**src/rtl/dcpu16_arb_if.sv**
```systemverilog
// dcpu16_arb_if: one strobe/ack memory-bus channel (request fields from the master, ack/read data back).
// The master modport belongs to whoever issues the transfer, the slave modport to whoever answers it.
interface dcpu16_arb_if;
    logic        stb;
    logic        wre;
    logic [15:0] adr;
    logic [15:0] dto;
    logic        ack;
    logic [15:0] dti;

    modport master (output stb, output wre, output adr, output dto, input  ack, input  dti);
    modport slave  (input  stb, input  wre, input  adr, input  dto, output ack, output dti);
endinterface

```
**src/rtl/dcpu16_arb.sv**
```systemverilog
// dcpu16_arb: shares one memory port between the dcpu16 FBUS (fs) and ABUS (ab) with a registered grant FSM.
// Define DCPU16_ARB_TMO_EN to build the stalled-grant watchdog (TMO cycles) and the sticky tmo flag.
module dcpu16_arb #(
    parameter int PRIO = 0,
    parameter int TMO  = 255
) (
    input  logic         clk,
    input  logic         rst,
    dcpu16_arb_if.slave  fs,
    dcpu16_arb_if.slave  ab,
    dcpu16_arb_if.master mem,
    output logic         tmo
);

    typedef enum logic [1:0] {IDLE, GFS, GAB} state_t;

    state_t state;
    state_t state_nx;
    logic   lst;
    logic   tmo_hit;

    // NOTE: every signal written here gets a default first, so no latch can be inferred.
    always_comb begin
        mem.stb  = 1'b0;
        mem.wre  = 1'b0;
        mem.adr  = '0;
        mem.dto  = '0;
        fs.ack   = 1'b0;
        ab.ack   = 1'b0;
        fs.dti   = mem.dti;
        ab.dti   = mem.dti;
        state_nx = state;
        case (state)
            IDLE: begin
                if (fs.stb && ab.stb) begin
                    state_nx = (PRIO != 0 || !lst) ? GAB : GFS;
                end else if (fs.stb) begin
                    state_nx = GFS;
                end else if (ab.stb) begin
                    state_nx = GAB;
                end
            end
            GFS: begin
                mem.stb = fs.stb & ~tmo_hit;
                mem.wre = fs.wre;
                mem.adr = fs.adr;
                mem.dto = fs.dto;
                fs.ack  = (mem.ack & mem.stb) | tmo_hit;
                if (tmo_hit) fs.dti = 16'hFFFF;
                // The acked master's own stb is ignored here, so a re-request goes through IDLE.
                if (fs.ack)       state_nx = ab.stb ? GAB : IDLE;
                else if (!fs.stb) state_nx = IDLE;
            end
            GAB: begin
                mem.stb = ab.stb & ~tmo_hit;
                mem.wre = ab.wre;
                mem.adr = ab.adr;
                mem.dto = ab.dto;
                ab.ack  = (mem.ack & mem.stb) | tmo_hit;
                if (tmo_hit) ab.dti = 16'hFFFF;
                if (ab.ack)       state_nx = fs.stb ? GFS : IDLE;
                else if (!ab.stb) state_nx = IDLE;
            end
            default: state_nx = IDLE;
        endcase
    end

    // NOTE: registered state uses non-blocking assignments only.
    always_ff @(posedge clk or negedge rst) begin
        if (!rst) begin
            state <= IDLE;
            lst   <= 1'b0;
        end else begin
            state <= state_nx;
            if (state_nx != IDLE) lst <= (state_nx == GAB);
        end
    end

`ifdef DCPU16_ARB_TMO_EN
    localparam int CW = ($clog2(TMO + 1) > 8) ? $clog2(TMO + 1) : 8;

    logic [CW-1:0] cnt;
    logic          tmo_q;
    logic          granted_stb;

    assign granted_stb = (state == GFS) ? fs.stb : ab.stb;
    // A master that already dropped stb is aborting, so the watchdog stays out of its way.
    assign tmo_hit     = (state != IDLE) && granted_stb && (cnt == CW'(TMO));
    assign tmo         = tmo_q;

    always_ff @(posedge clk or negedge rst) begin
        if (!rst) begin
            cnt   <= '0;
            tmo_q <= 1'b0;
        end else begin
            if (state_nx != IDLE && state_nx != state) cnt <= '0;
            else if (state != IDLE && !mem.ack)        cnt <= cnt + 1'b1;
            if (tmo_hit) tmo_q <= 1'b1;
        end
    end
`else
    assign tmo_hit = 1'b0;
    assign tmo     = 1'b0;
`endif

endmodule
```
**src/flat_wrapper.sv**
```systemverilog
// flat-port wrapper written by rule: the top's interface ports become plain ports
module dcpu16_arb_flat 
#(
    parameter int PRIO = 0,
    parameter int TMO  = 255
)
  (clk, rst, tmo, fs_stb, fs_wre, fs_adr, fs_dto, fs_ack, fs_dti, ab_stb, ab_wre, ab_adr, ab_dto, ab_ack, ab_dti, mem_stb, mem_wre, mem_adr, mem_dto, mem_ack, mem_dti);
  dcpu16_arb_if fs_i ();
  dcpu16_arb_if ab_i ();
  dcpu16_arb_if mem_i ();
  input  logic clk;
  input  logic rst;
  output logic tmo;
  input wire logic [$bits(fs_i.stb)-1:0] fs_stb;
  input wire logic [$bits(fs_i.wre)-1:0] fs_wre;
  input wire logic [$bits(fs_i.adr)-1:0] fs_adr;
  input wire logic [$bits(fs_i.dto)-1:0] fs_dto;
  output wire logic [$bits(fs_i.ack)-1:0] fs_ack;
  output wire logic [$bits(fs_i.dti)-1:0] fs_dti;
  input wire logic [$bits(ab_i.stb)-1:0] ab_stb;
  input wire logic [$bits(ab_i.wre)-1:0] ab_wre;
  input wire logic [$bits(ab_i.adr)-1:0] ab_adr;
  input wire logic [$bits(ab_i.dto)-1:0] ab_dto;
  output wire logic [$bits(ab_i.ack)-1:0] ab_ack;
  output wire logic [$bits(ab_i.dti)-1:0] ab_dti;
  output wire logic [$bits(mem_i.stb)-1:0] mem_stb;
  output wire logic [$bits(mem_i.wre)-1:0] mem_wre;
  output wire logic [$bits(mem_i.adr)-1:0] mem_adr;
  output wire logic [$bits(mem_i.dto)-1:0] mem_dto;
  input wire logic [$bits(mem_i.ack)-1:0] mem_ack;
  input wire logic [$bits(mem_i.dti)-1:0] mem_dti;
  assign fs_i.stb = fs_stb;
  assign fs_i.wre = fs_wre;
  assign fs_i.adr = fs_adr;
  assign fs_i.dto = fs_dto;
  assign fs_ack = fs_i.ack;
  assign fs_dti = fs_i.dti;
  assign ab_i.stb = ab_stb;
  assign ab_i.wre = ab_wre;
  assign ab_i.adr = ab_adr;
  assign ab_i.dto = ab_dto;
  assign ab_ack = ab_i.ack;
  assign ab_dti = ab_i.dti;
  assign mem_stb = mem_i.stb;
  assign mem_wre = mem_i.wre;
  assign mem_adr = mem_i.adr;
  assign mem_dto = mem_i.dto;
  assign mem_i.ack = mem_ack;
  assign mem_i.dti = mem_dti;
  dcpu16_arb #(.PRIO(PRIO), .TMO(TMO)) u_core (.clk(clk), .rst(rst), .fs(fs_i), .ab(ab_i), .mem(mem_i), .tmo(tmo));
endmodule
```
**config.mk**
```make
export PLATFORM = sky130hd
export DESIGN_NAME = dcpu16_arb_flat
export DESIGN_NICKNAME = d
export VERILOG_FILES = /design/src/rtl/dcpu16_arb_if.sv /design/src/rtl/dcpu16_arb.sv /design/src/flat_wrapper.sv
export SDC_FILE = /design/constraint.sdc
export NUM_CORES = 1
export LEC_CHECK = 0
export CORE_MARGIN = 2
export CORE_UTILIZATION = 21
export CTS_CLUSTER_DIAMETER = 100
export CTS_CLUSTER_SIZE = 10
export DETAILED_ROUTE_END_ITERATION = 8
export GPL_ROUTABILITY_DRIVEN = 1
export PLACE_DENSITY = 0.77
export SETUP_SLACK_MARGIN = 0.2
export SYNTH_ARGS = -nofsm -noshare
export SYNTH_HDL_FRONTEND = slang
export SYNTH_SLANG_ARGS = --single-unit
```
**constraint.sdc**
```tcl
create_clock -name clk -period 1.5 [get_ports clk]
set_clock_uncertainty 0.15 [all_clocks]
set_input_delay 0.225 -clock clk [delete_from_list [all_inputs] [get_ports clk]]
set_output_delay 0.225 -clock clk [all_outputs]
set_load 0.005 [all_outputs]
```
==> summary.md, run 1 <==
| Metric | Value |
|---|---|
| H-tree Lvls | 1 |
| Period utilization | 138% |
| Core area | 4750 um2 |
| Fin worst setup slack | -0.566 ns |
| GR Layer Usage met1 | 19.0% |
| Number of remaining DRC errors | 0 |
| Register area share after synthesis | 7.24% |
| Commonest non-fill, non-tap cell in the layout | clkdlybuf4s50_1 |
| GRT Residual Overflow | 0 |
| Die Ht | 74.3 um |
| # setup viols final | 39 |
| Max IR drop VDD | 1.01 mV |
| Clock Power Share | 4.5% |
| Min cycle time layout | 2.07 ns |
| Vias in the first global route | 1492 |
| Top cell type's share of synthesized area | 25.3% |
| Worst Path Arrival | 1.69 ns |
| # clock sinks | 3 |
| Area contributors post-synth | buf_4 25%, a22oi_1 24%, nor2b_1 20% |
| Worst slack at placement | -0.545 ns |
| Routability cong. | 0.774 |
| CTS Hold Buffers Added | 0 |
| Post-Route WL | 5.29 mm |
| Final Power | 0.00515 W |
| Share of power burned in registers | 3.0% |
| P_sw | 0.00175 W |
| FFs w/ async S/R, synth | 100% |
| DR WL/cell | 15.9 um |
| Dpl hpwl | 2.92 mm |
| GRT Util Overall | 17.1% |
| Initial Utilization | 21.8% |
| Sw Share | 34.1% |
| Worst Reg-to-Reg Cells | 10 |
| Initial antenna violation count | 0 |
| Met2 global-route usage | 33.0% |
| Crit Reg-Reg Startpoint | u_core.state[0] |
| Most frequent cells in the layout | 70 x clkdlybuf4s50_1, 34 x buf_2, 27 x a22oi_2, 23 x buf_4 |
| Nets@finish | 358 |
| TritonCTS Buffers | 3 |
| R2r endpoint | u_core.lst |
| Mapped Cells | 138 |
| CTS Buffer Depth | 2 |
| Failing checks | negative setup slack |
| # diodes | 0 |
| FP Rows | 25 |
| Max Cap Viol | 0 |
| Final Hold Fails | 0 |
| Post-route cell area | 2870 um2 |
| Root Buffer | clkbuf_8 |
| Setup CP Type | reg2out |
| Post-synth EDFFs | 0 |
| Synth warn | 0 |
| PwrDens | 1790 nW/um2 |
| Gr busiest metal | met2 |
| Setup crit end kind | primary output |
| Pleak | 1.21 nW |
| Port Buffers | 106 |
| Seq cells post-synth | 3 |
| Worst Path Max Fanout | 7 |
| 1st-pass router iterations | 4 |
| Cell accounting for the most synthesized area | buf_4 |
| CTS tree | yes |
| Required time worst endpoint | 1.12 ns |
| Status | finished with violations |
| Final Slew Violations | 0 |
| RSZ-0062 raised after global routing | true |
| IO Pins | 156 |
| Global routing usage on met3 | 2.44% |
| R2r setup slk | -0.55 ns |
| Int Pwr | 0.00339 W |
| Via Count | 1496 |
| Vias/cell | 4.49 |
| First-pass GRT wire length | 7.20 mm |
| Die outline width | 74.3 um |
| Largest net degree at the start of global routing | 12 |
| Syn Area/Cell | 7.52 um2 |
| Hold Crit Class | in2async |
| Gate power share | 92.5% |
| Initial DRC Count | 36 |
| Fmax achieved | 484 MHz |
| Synth unique cells | 22 |
| Share of cells above drive strength 1 | 57.5% |
| Remaining antenna violation count | 0 |
| Layout area overhead | 177% |
| Clk_lat worst skew | 0.21 ns |
| Mapped Nets | 229 |
| Clock slew at reported path FFs | 0.03 ns |
| CP startpoint kind | flop |
| Synth Cell Area | 1040 um2 |
| Die Area | 5520 um2 |
| Most used DFF post-synth | dfrtp_1 |
| DP Area | 2080 um2 |
## sequential cells by signal (all words and copies together) (netlist names)
| register | count |
|---|---|
| u_core.lst | 1 |
| u_core.state | 2 |
## layout make-up
cell class              instances  area (um2)
fillers                       389        1880
multi-input cells              88         912
flip-flops and latches          3        75.1
inverters                       3        18.8
clock buffers                   4        45.0
repair buffers                168        1740
well taps                      67        83.8
## critical path, stage by stage, from the launching register on
cell	delay (ns)
dfrtp_1	0.42
inv_2	0.09
buf_6	0.13
ha_4	0.34
buf_6	0.12
buf_6	0.11
nor2b_1	0.14
buf_2	0.13
## Yosys cell counts (2+ instances only)
library cell / count
dfrtp_1: 3
clkbuf_1: 9
nand2_1: 3
and3_1: 2
ha_1: 4
a22oi_1: 33
nor2b_1: 33
inv_1: 3
buf_4: 35
## worst max path at each step
| stage | start | to | slack, ns |
|---|---|---|---|
| 2_1_floorplan | u_core.state[0] | u_core.lst | -0.14 |
| 3_3_place_gp | u_core.state[0] | mem_dto[14] | -0.54 |
| 3_5_place_dp | u_core.state[0] | mem_dto[14] | -0.55 |
| 4_1_cts | u_core.state[0] | mem_adr[3] | -0.52 |
| 5_1_grt | u_core.state[1] | mem_dto[7] | -0.66 |
| 6_report | u_core.state[1] | mem_dto[7] | -0.57 |
## power groups by stage
stage | clock [W] | combinational (W) | sequential [W]
final | 0.000232 | 0.00476 | 0.000153
after global routing | 0.000244 | 0.00502 | 0.000156
after CTS | 0.000237 | 0.00421 | 0.000144
after detailed placement | 0 | 0.00239 | 0.000149
after global placement | 0 | 0.00238 | 0.000146
after floorplan | 0 | 0.00126 | 0.000148
## metal layers
metal | up-vias | part of all wire (%)
met2 | 81 | 53
met5 | - | 0
met1 | 691 | 39
li1 | 715 | -
met4 | 0 | 0.93
met3 | 9 | 7.2
## per-stage QoR
step	instances	utilization [%]	setup TNS, ns	hold WS [ns]
finish	333	60.4	-19.77	0.0726
global route	333	60.4	-22.19	0.0820
CTS	325	56.5	-17.84	0.0578
detailed placement	285	43.7	-18.27	0.282
global placement	285	43.7	-17.45	0.279
floorplan	138	-	-2.62	-0.221
## what timing repair did
| item | in CTS | in global routing |
|---|---|---|
| buffers inserted | 28 | 5 |
| pin swaps | 10 | 11 |
| endpoints found under the setup margin | 39 | 39 |
| resized for setup | 201 | 32 |
| gates cloned | 8 | 3 |
## cell families after synthesis
group,count (synthesis),share of synthesized area (%)
muxes,1,0.965
adders and majority gates,4,4.83
other,1,0.362
buffers and inverters,47,29.7
DFF,3,7.24
AOI/OAI and AO/OA,41,32.5
and+or+nand+nor,41,24.5
No activity file was read; power rests on OpenSTA's default activity.
==> inputs of run 2 (changes only) <==
==> constraint.sdc (replaced) <==
create_clock -name clk -period 1.5 [get_ports clk]
set_clock_uncertainty 0.15 [all_clocks]
set_input_delay 0.3 -clock clk [delete_from_list [all_inputs] [get_ports clk]]
set_output_delay 0.3 -clock clk [all_outputs]
set_load 0.005 [all_outputs]
==> summary.md, run 2 (synthesis gave the netlist of run 1 again) <==
| Metric | Value |
|---|---|
| Initial DRC Count | 25 (-31%) |
| Largest net degree at the start of global routing | 20 (+8) |
| Clock slew at reported path FFs | 0.03 ns (about the same) |
| Final core utilization | 53.1% (-7.3 points) |
| R2r setup slk | -0.50 ns (+0.05 ns) |
| Worst Path Arrival | 1.61 ns (-0.08 ns) |
| Pleak | 1.04 nW (-14%) |
| Core area | 4750 um2 (unchanged) |
| Most frequent cells in the layout | 70 x clkdlybuf4s50_1, 34 x buf_2, 32 x nor2b_1, 30 x a22oi_2, 22 x buf_6 |
| PwrDens | 1570 nW/um2 (-12%) |
| Cells along the critical path | inv_2, buf_6, ha_4, buf_6, buf_6, a22oi_2, nor2b_1, buf_2 |
| CP startpoint kind | flop |
| Fmax achieved | 486 MHz (+0.48%) |
| FP Rows | 25 (unchanged) |
| First-pass GRT wire length | 6.31 mm (-12%) |
| DR WL/cell | 15.0 um (-5.4%) |
| Failing checks | negative setup slack |
| Die Area | 5520 um2 (unchanged) |
| Largest reg by FF count | u_core.state |
| Nets@finish | 339 (-5.3%) |
| Die Ht | 74.3 um (unchanged) |
| Critical Path Stages | 8 (+1) |
| Top delay family on crit path | buffers and inverters |
| Via Count | 1420 (-5.1%) |
| CTS tree | yes |
| Commonest non-fill, non-tap cell in the layout | clkdlybuf4s50_1 |
| Crit Reg-Reg Startpoint | u_core.state[1] |
| H-tree Lvls | 1 (unchanged) |
| Period utilization | 137% (-0.66 points) |
| Final Slew Violations | 0 (unchanged) |
| Die outline width | 74.3 um (unchanged) |
| Vias/cell | 4.52 (+0.66%) |
| GRT Residual Overflow | 0 (unchanged) |
| Required time worst endpoint | 1.05 ns (-0.07 ns) |
| Largest register FFs | 2 (unchanged) |
| Initial antenna violation count | 0 (unchanged) |
| TritonCTS Buffers | 3 (unchanged) |
| Initial Utilization | 21.8% (unchanged) |
| Share of cells above drive strength 1 | 51.4% (-6.1 points) |
| Max IR drop VDD | 0.783 mV (-22%) |
| Clk_lat worst skew | 0.21 ns (about the same) |
| Final Hold Fails | 0 (unchanged) |
| Number of remaining DRC errors | 0 (unchanged) |
| # clock sinks | 3 (unchanged) |
| Post-route cell area | 2520 um2 (-12%) |
| Min cycle time layout | 2.06 ns (-0.00989 ns) |
| # diodes | 0 (unchanged) |
| Max Cap Viol | 0 (unchanged) |
| Root Buffer | clkbuf_8 |
| Top Registers | u_core.state (2), u_core.lst (1) |
| 1st-pass router iterations | 4 (unchanged) |
| CP most frequent cell | buf_6 |
| IO Pins | 156 (unchanged) |
| Setup CP Type | reg2out |
| Setup crit end kind | primary output |
| Routability cong. | 0.787 (+1.8%) |
| Remaining antenna violation count | 0 (unchanged) |
| GRT Util Overall | 14.6% (-2.5 points) |
| RSZ-0062 raised after global routing | true |
| # setup viols final | 39 (unchanged) |
| Worst Reg-to-Reg Cells | 9 (-1) |
| Status | finished with violations |
| Port Buffers | 106 (unchanged) |
| Vias in the first global route | 1384 (-7.2%) |
| Hold Crit Class | in2async |
| Dpl hpwl | 3.05 mm (+4.6%) |
| Slowest cell delay on critical path | 0.40 ns (-0.02 ns) |
| Layout area overhead | 143% |
| DP Area | 2050 um2 (-1.4%) |
| Post-Route WL | 4.72 mm (-11%) |
| Worst Path Max Fanout | 6 (-1) |
| R2r endpoint | u_core.lst |
| CP max-delay cell | dfrtp_1 |
| CTS Buffer Depth | 2 (unchanged) |
| CTS Hold Buffers Added | 0 (unchanged) |
| CP Buf/Inv Count | 5 (unchanged) |
| Fin worst setup slack | -0.556 ns (+0.00989 ns) |
-- run 2: cell count changes in the layout (fill, tap and decap cells not counted), moves of 3 or more --
cell	previous run	this run
buf_4	23	12
nor2b_2	7	0
nor2b_4	5	1
nor2b_1	21	32
buf_16	5	0
a22oi_2	27	30
a22oi_1	6	3
buf_12	9	6
-- run 2: per-stage QoR --
step / hold slack (ns) / instances / setup slack, ns / TNS, ns / power (W)
final: 0.131 / 314 / -0.556 / -18.78 / 0.00398
after global routing: 0.124 / 314 / -0.646 / -22.25 / 0.00423
after CTS: 0.133 / 306 / -0.538 / -17.47 / 0.00358
after detailed placement: 0.354 / 286 / -0.671 / -23.08 / 0.00246
after global placement: 0.337 / 286 / -0.642 / -22.39 / 0.00243
after floorplan: -0.146 / 138 / -0.141 / -2.23 / 0.00144
-- run 2: worst max path at each step --
stage,startpoint,to,slack (ns)
after floorplan,u_core.state[0],u_core.lst,-0.14
after global placement,u_core.state[0],mem_adr[9],-0.64
after detailed placement,u_core.state[0],mem_adr[3],-0.67
after CTS,u_core.state[1],mem_dto[14],-0.54
after global routing,u_core.state[1],mem_dto[9],-0.65
final,u_core.state[1],mem_dto[9],-0.56
-- run 2: layer usage --
| metal | share of wire, % | global-route usage (%) | wire (um) |
|---|---|---|---|
| met1 | 33 | 13.8 | 1580 |
| met2 | 56 | 29.2 | 2620 |
| met4 | 2.2 | 6.15 | 106 |
| met3 | 8.9 | 3.93 | 418 |
| met5 | 0 | 0 | 0 |
-- run 2: cell type report --
class / instances / area (um2)
clock buffers: 4 / 45.0
fillers: 462 / 2230
inverters: 3 / 13.8
multi-input cells: 88 / 872
flip-flops and latches: 3 / 76.3
well taps: 67 / 83.8
repair buffers: 149 / 1430
-- run 2: report_power, final --
group	leakage [nW]	internal, W	switching (W)
logic	0.976	0.00223	0.00136
registers	0.0363	0.000121	0.0000335
clock network	0.0228	0.000181	0.0000504
total	1.04	0.00253	0.00145
-- run 2: worst register-to-register path: stages (launching register included) --
cell     delay (ns)
dfrtp_1        0.40
inv_2          0.11
buf_6          0.10
ha_4           0.23
buf_6          0.13
nand2_2        0.05
buf_6          0.12
a211o_1        0.26
a31oi_2        0.15
o21ba_1        0.17
-- run 2: what timing repair did --
item                                    in CTS  in global routing
gates resized for setup                    189                 36
cloned                                       2                  3
buffers inserted                            14                  5
endpoints found under the setup margin      39                 39
pin swaps                                    4                  3
==> inputs of run 3 (changes only) <==
--- a/config.mk
+++ b/config.mk
@@ -6,13 +6,15 @@
 export NUM_CORES = 1
 export LEC_CHECK = 0
 export CORE_MARGIN = 2
-export CORE_UTILIZATION = 21
+export CORE_UTILIZATION = 25
 export CTS_CLUSTER_DIAMETER = 100
 export CTS_CLUSTER_SIZE = 10
 export DETAILED_ROUTE_END_ITERATION = 8
 export GPL_ROUTABILITY_DRIVEN = 1
-export PLACE_DENSITY = 0.77
+export PLACE_DENSITY = 0.87
+export RECOVER_POWER = 50
 export SETUP_SLACK_MARGIN = 0.2
 export SYNTH_ARGS = -nofsm -noshare
 export SYNTH_HDL_FRONTEND = slang
 export SYNTH_SLANG_ARGS = --single-unit
+export TNS_END_PERCENT = 100
==> constraint.sdc (replaced) <==
create_clock -name clk -period 2.6 [get_ports clk]
set_clock_uncertainty 0.15 [all_clocks]
set_input_delay 0.52 -clock clk [delete_from_list [all_inputs] [get_ports clk]]
set_output_delay 0.52 -clock clk [all_outputs]
set_load 0.005 [all_outputs]
==> summary.md, run 3 (synthesis gave the netlist of run 1 again) <==
| Metric | Value |
|---|---|
| HP Start | u_core.lst |
| Number of remaining DRC errors | 0 (unchanged) |
| Clock Power Share | 8.0% (+2.2 points) |
| Core area | 4000 um2 (-16%) |
| GRT Residual Overflow | 0 (unchanged) |
| Initial DRC Count | 49 (+96%) |
| Worst slack at placement | 0.0538 ns (+0.725 ns) |
| Slowest cell delay on critical path | 0.45 ns (+0.05 ns) |
| FP Rows | 23 (-8.0%) |
| GRT Util Overall | 15.2% (+0.58 points) |
| Most frequent cells in the layout | 68 x clkdlybuf4s50_1, 33 x nor2b_1, 31 x a22oi_1, 20 x dlymetal6s2s_1, 17 x dlygate4sd2_1 |
| P_sw | 0.000628 W (-57%) |
| # clock sinks | 3 (unchanged) |
| Fin worst setup slack | 0.138 ns (+0.694 ns) |
| Share of cells above drive strength 1 | 14.4% (-37 points) |
| Initial antenna violation count | 0 (unchanged) |
| Vias/cell | 4.79 (+5.9%) |
| Die Ht | 68.4 um (-7.9%) |
| Sw Share | 37.4% (+0.97 points) |
| Via Count | 1303 (-8.2%) |
| Routability cong. | 0.818 (+3.9%) |
| PwrDens | 765 nW/um2 (-51%) |
| Nets@finish | 314 (-7.4%) |
| Post-route cell area | 2190 um2 (-13%) |
| Largest register FFs | 2 (unchanged) |
| Remaining antenna violation count | 0 (unchanged) |
| Fmax achieved | 406 MHz |
| Post-Route WL | 4.02 mm (-15%) |
| CTS tree | yes |
| Min cycle time layout | 2.46 ns |
| Max Cap Viol | 0 (unchanged) |
| Root Buffer | clkbuf_8 |
| RSZ-0062 raised after global routing | true |
| CTS Buffer Depth | 2 (unchanged) |
| TritonCTS Buffers | 3 (unchanged) |
| Worst Path Arrival | 1.79 ns (+0.18 ns) |
| Initial Utilization | 25.9% (+4.1 points) |
| Setup CP Type | reg2out |
| Final Slew Violations | 0 (unchanged) |
| Clock slew at reported path FFs | 0.03 ns (about the same) |
| Pleak | 1.19 nW (+15%) |
| Layout area overhead | 112% |
| Worst Path Max Fanout | 16 (+10) |
| Share of power burned in registers | 5.6% (+1.7 points) |
| Setup crit end kind | primary output |
| Largest reg by FF count | u_core.state |
| DP Area | 1940 um2 (-5.3%) |
| Top Registers | u_core.state (2), u_core.lst (1) |
| 1st-pass router iterations | 4 (unchanged) |
| # diodes | 0 (unchanged) |
| Int Pwr | 0.00105 W (-58%) |
| First-pass GRT wire length | 5.40 mm (-14%) |
| CP Buf/Inv Count | 3 (-2) |
| Die Area | 4680 um2 (-15%) |
| IO Pins | 156 (unchanged) |
| # setup viols final | 0 (-100%) |
| CP startpoint kind | flop |
| DR WL/cell | 14.8 um (-1.7%) |
| CP max-delay cell | clkdlybuf4s50_1 |
| # fillers | 357 (-23%) |
| Crit Reg-Reg Startpoint | u_core.state[1] |
| Port Buffers | 106 (unchanged) |
| H-tree Lvls | 1 (unchanged) |
| Die outline width | 68.4 um (-7.9%) |
| Setup_tns | 0 ns (+18.78 ns) |
| Largest net degree at the start of global routing | 24 (+20%) |
| Worst setup path start | u_core.state[1] |
| Gate power share | 86.4% (-3.9 points) |
| Final core utilization | 54.9% (+1.8 points) |
| Clk_lat worst skew | 0.21 ns (about the same) |
| Final Hold Fails | 0 (unchanged) |
| Top delay family on crit path | buffers and inverters |
| Max IR drop VDD | 0.282 mV (-64%) |
| Commonest non-fill, non-tap cell in the layout | clkdlybuf4s50_1 |
| Cells along the critical path | buf_4, ha_4, buf_12, a22oi_1, nor2b_1, clkdlybuf4s50_1 |
| Vias in the first global route | 1155 (-17%) |
| Required time worst endpoint | 1.93 ns (+0.88 ns) |
| Period utilization | 94.7% |
| Dpl hpwl | 3.04 mm (-0.46%) |
| Hold Crit Class | reg2reg |
| Status | complete, no violations |
## run 3: cell count changes in the layout (fill, tap and decap cells not counted), sizes merged
cell           previous run  this run
buf                      76        17
dlymetal6s2s              0        20
dlygate4sd2               0        17
clkbuf                    7         5
clkdlybuf4s50            70        68
dlygate4sd3               0         1
## run 3: path summary, 6_finish.rpt
| check | depth (start not counted) | slack, ns | endpoint |
|---|---|---|---|
| setup reg to reg | 7 | 0.72 | u_core.lst |
| hold reg to reg | 1 | 0.38 | u_core.lst |
| min in group asynchronous | 1 | 0.41 | u_core.state[0] |
| max in group asynchronous | 1 | 1.72 | u_core.state[1] |
| setup / recovery | 6 | 0.14 | mem_dto[1] |
| hold / removal | 1 | 0.38 | u_core.lst |
## run 3: area by class of cell
type	count	area (um2)	share of cell area, %
Timing Repair Buffer	124	1300	59.4
Multi-Input combinational cell	88	694	31.6
Sequential cell	3	76.3	3.48
Tap cell	50	62.6	2.85
Clock buffer	4	45.0	2.05
Inverter	3	13.8	0.627
## run 3: per-stage QoR
stage | total power, W | std cells | hold WS [ns]
2_1_floorplan | 0.000762 | 138 | 0.0744
3_3_place_gp | 0.00135 | 258 | 0.346
3_5_place_dp | 0.00136 | 258 | 0.391
4_1_cts | 0.00161 | 266 | 0.349
5_1_grt | 0.00182 | 272 | 0.430
6_report | 0.00168 | 272 | 0.385
## run 3: power by group through the flow
stage	registers, W	logic [W]	clock network (W)
5_1_grt	0.0000965	0.00158	0.000141
3_3_place_gp	0.0000882	0.00126	0
3_5_place_dp	0.0000909	0.00127	0
6_report	0.0000938	0.00145	0.000135
4_1_cts	0.0000922	0.00139	0.000136
2_1_floorplan	0.0000827	0.000680	0
## run 3: timing repair
item / CTS / global route
setup buffers: 4 / 5
cloned: 0 / 1
endpoints found under the hold margin: 0 / 0
resized for setup: 37 / 25
hold buffers: 0 / 0
setup endpoints to repair: 36 / 21
pin swaps: 0 / 1
## run 3: layer usage
metal	wire length, um	track usage, %	share of wire [%]	vias up
met2	2070	26.8	51	71
met4	105	6.75	2.6	0
li1	-	-	-	620
met3	440	3.62	11	18
met5	0	0	0	-
met1	1410	17.1	35	594
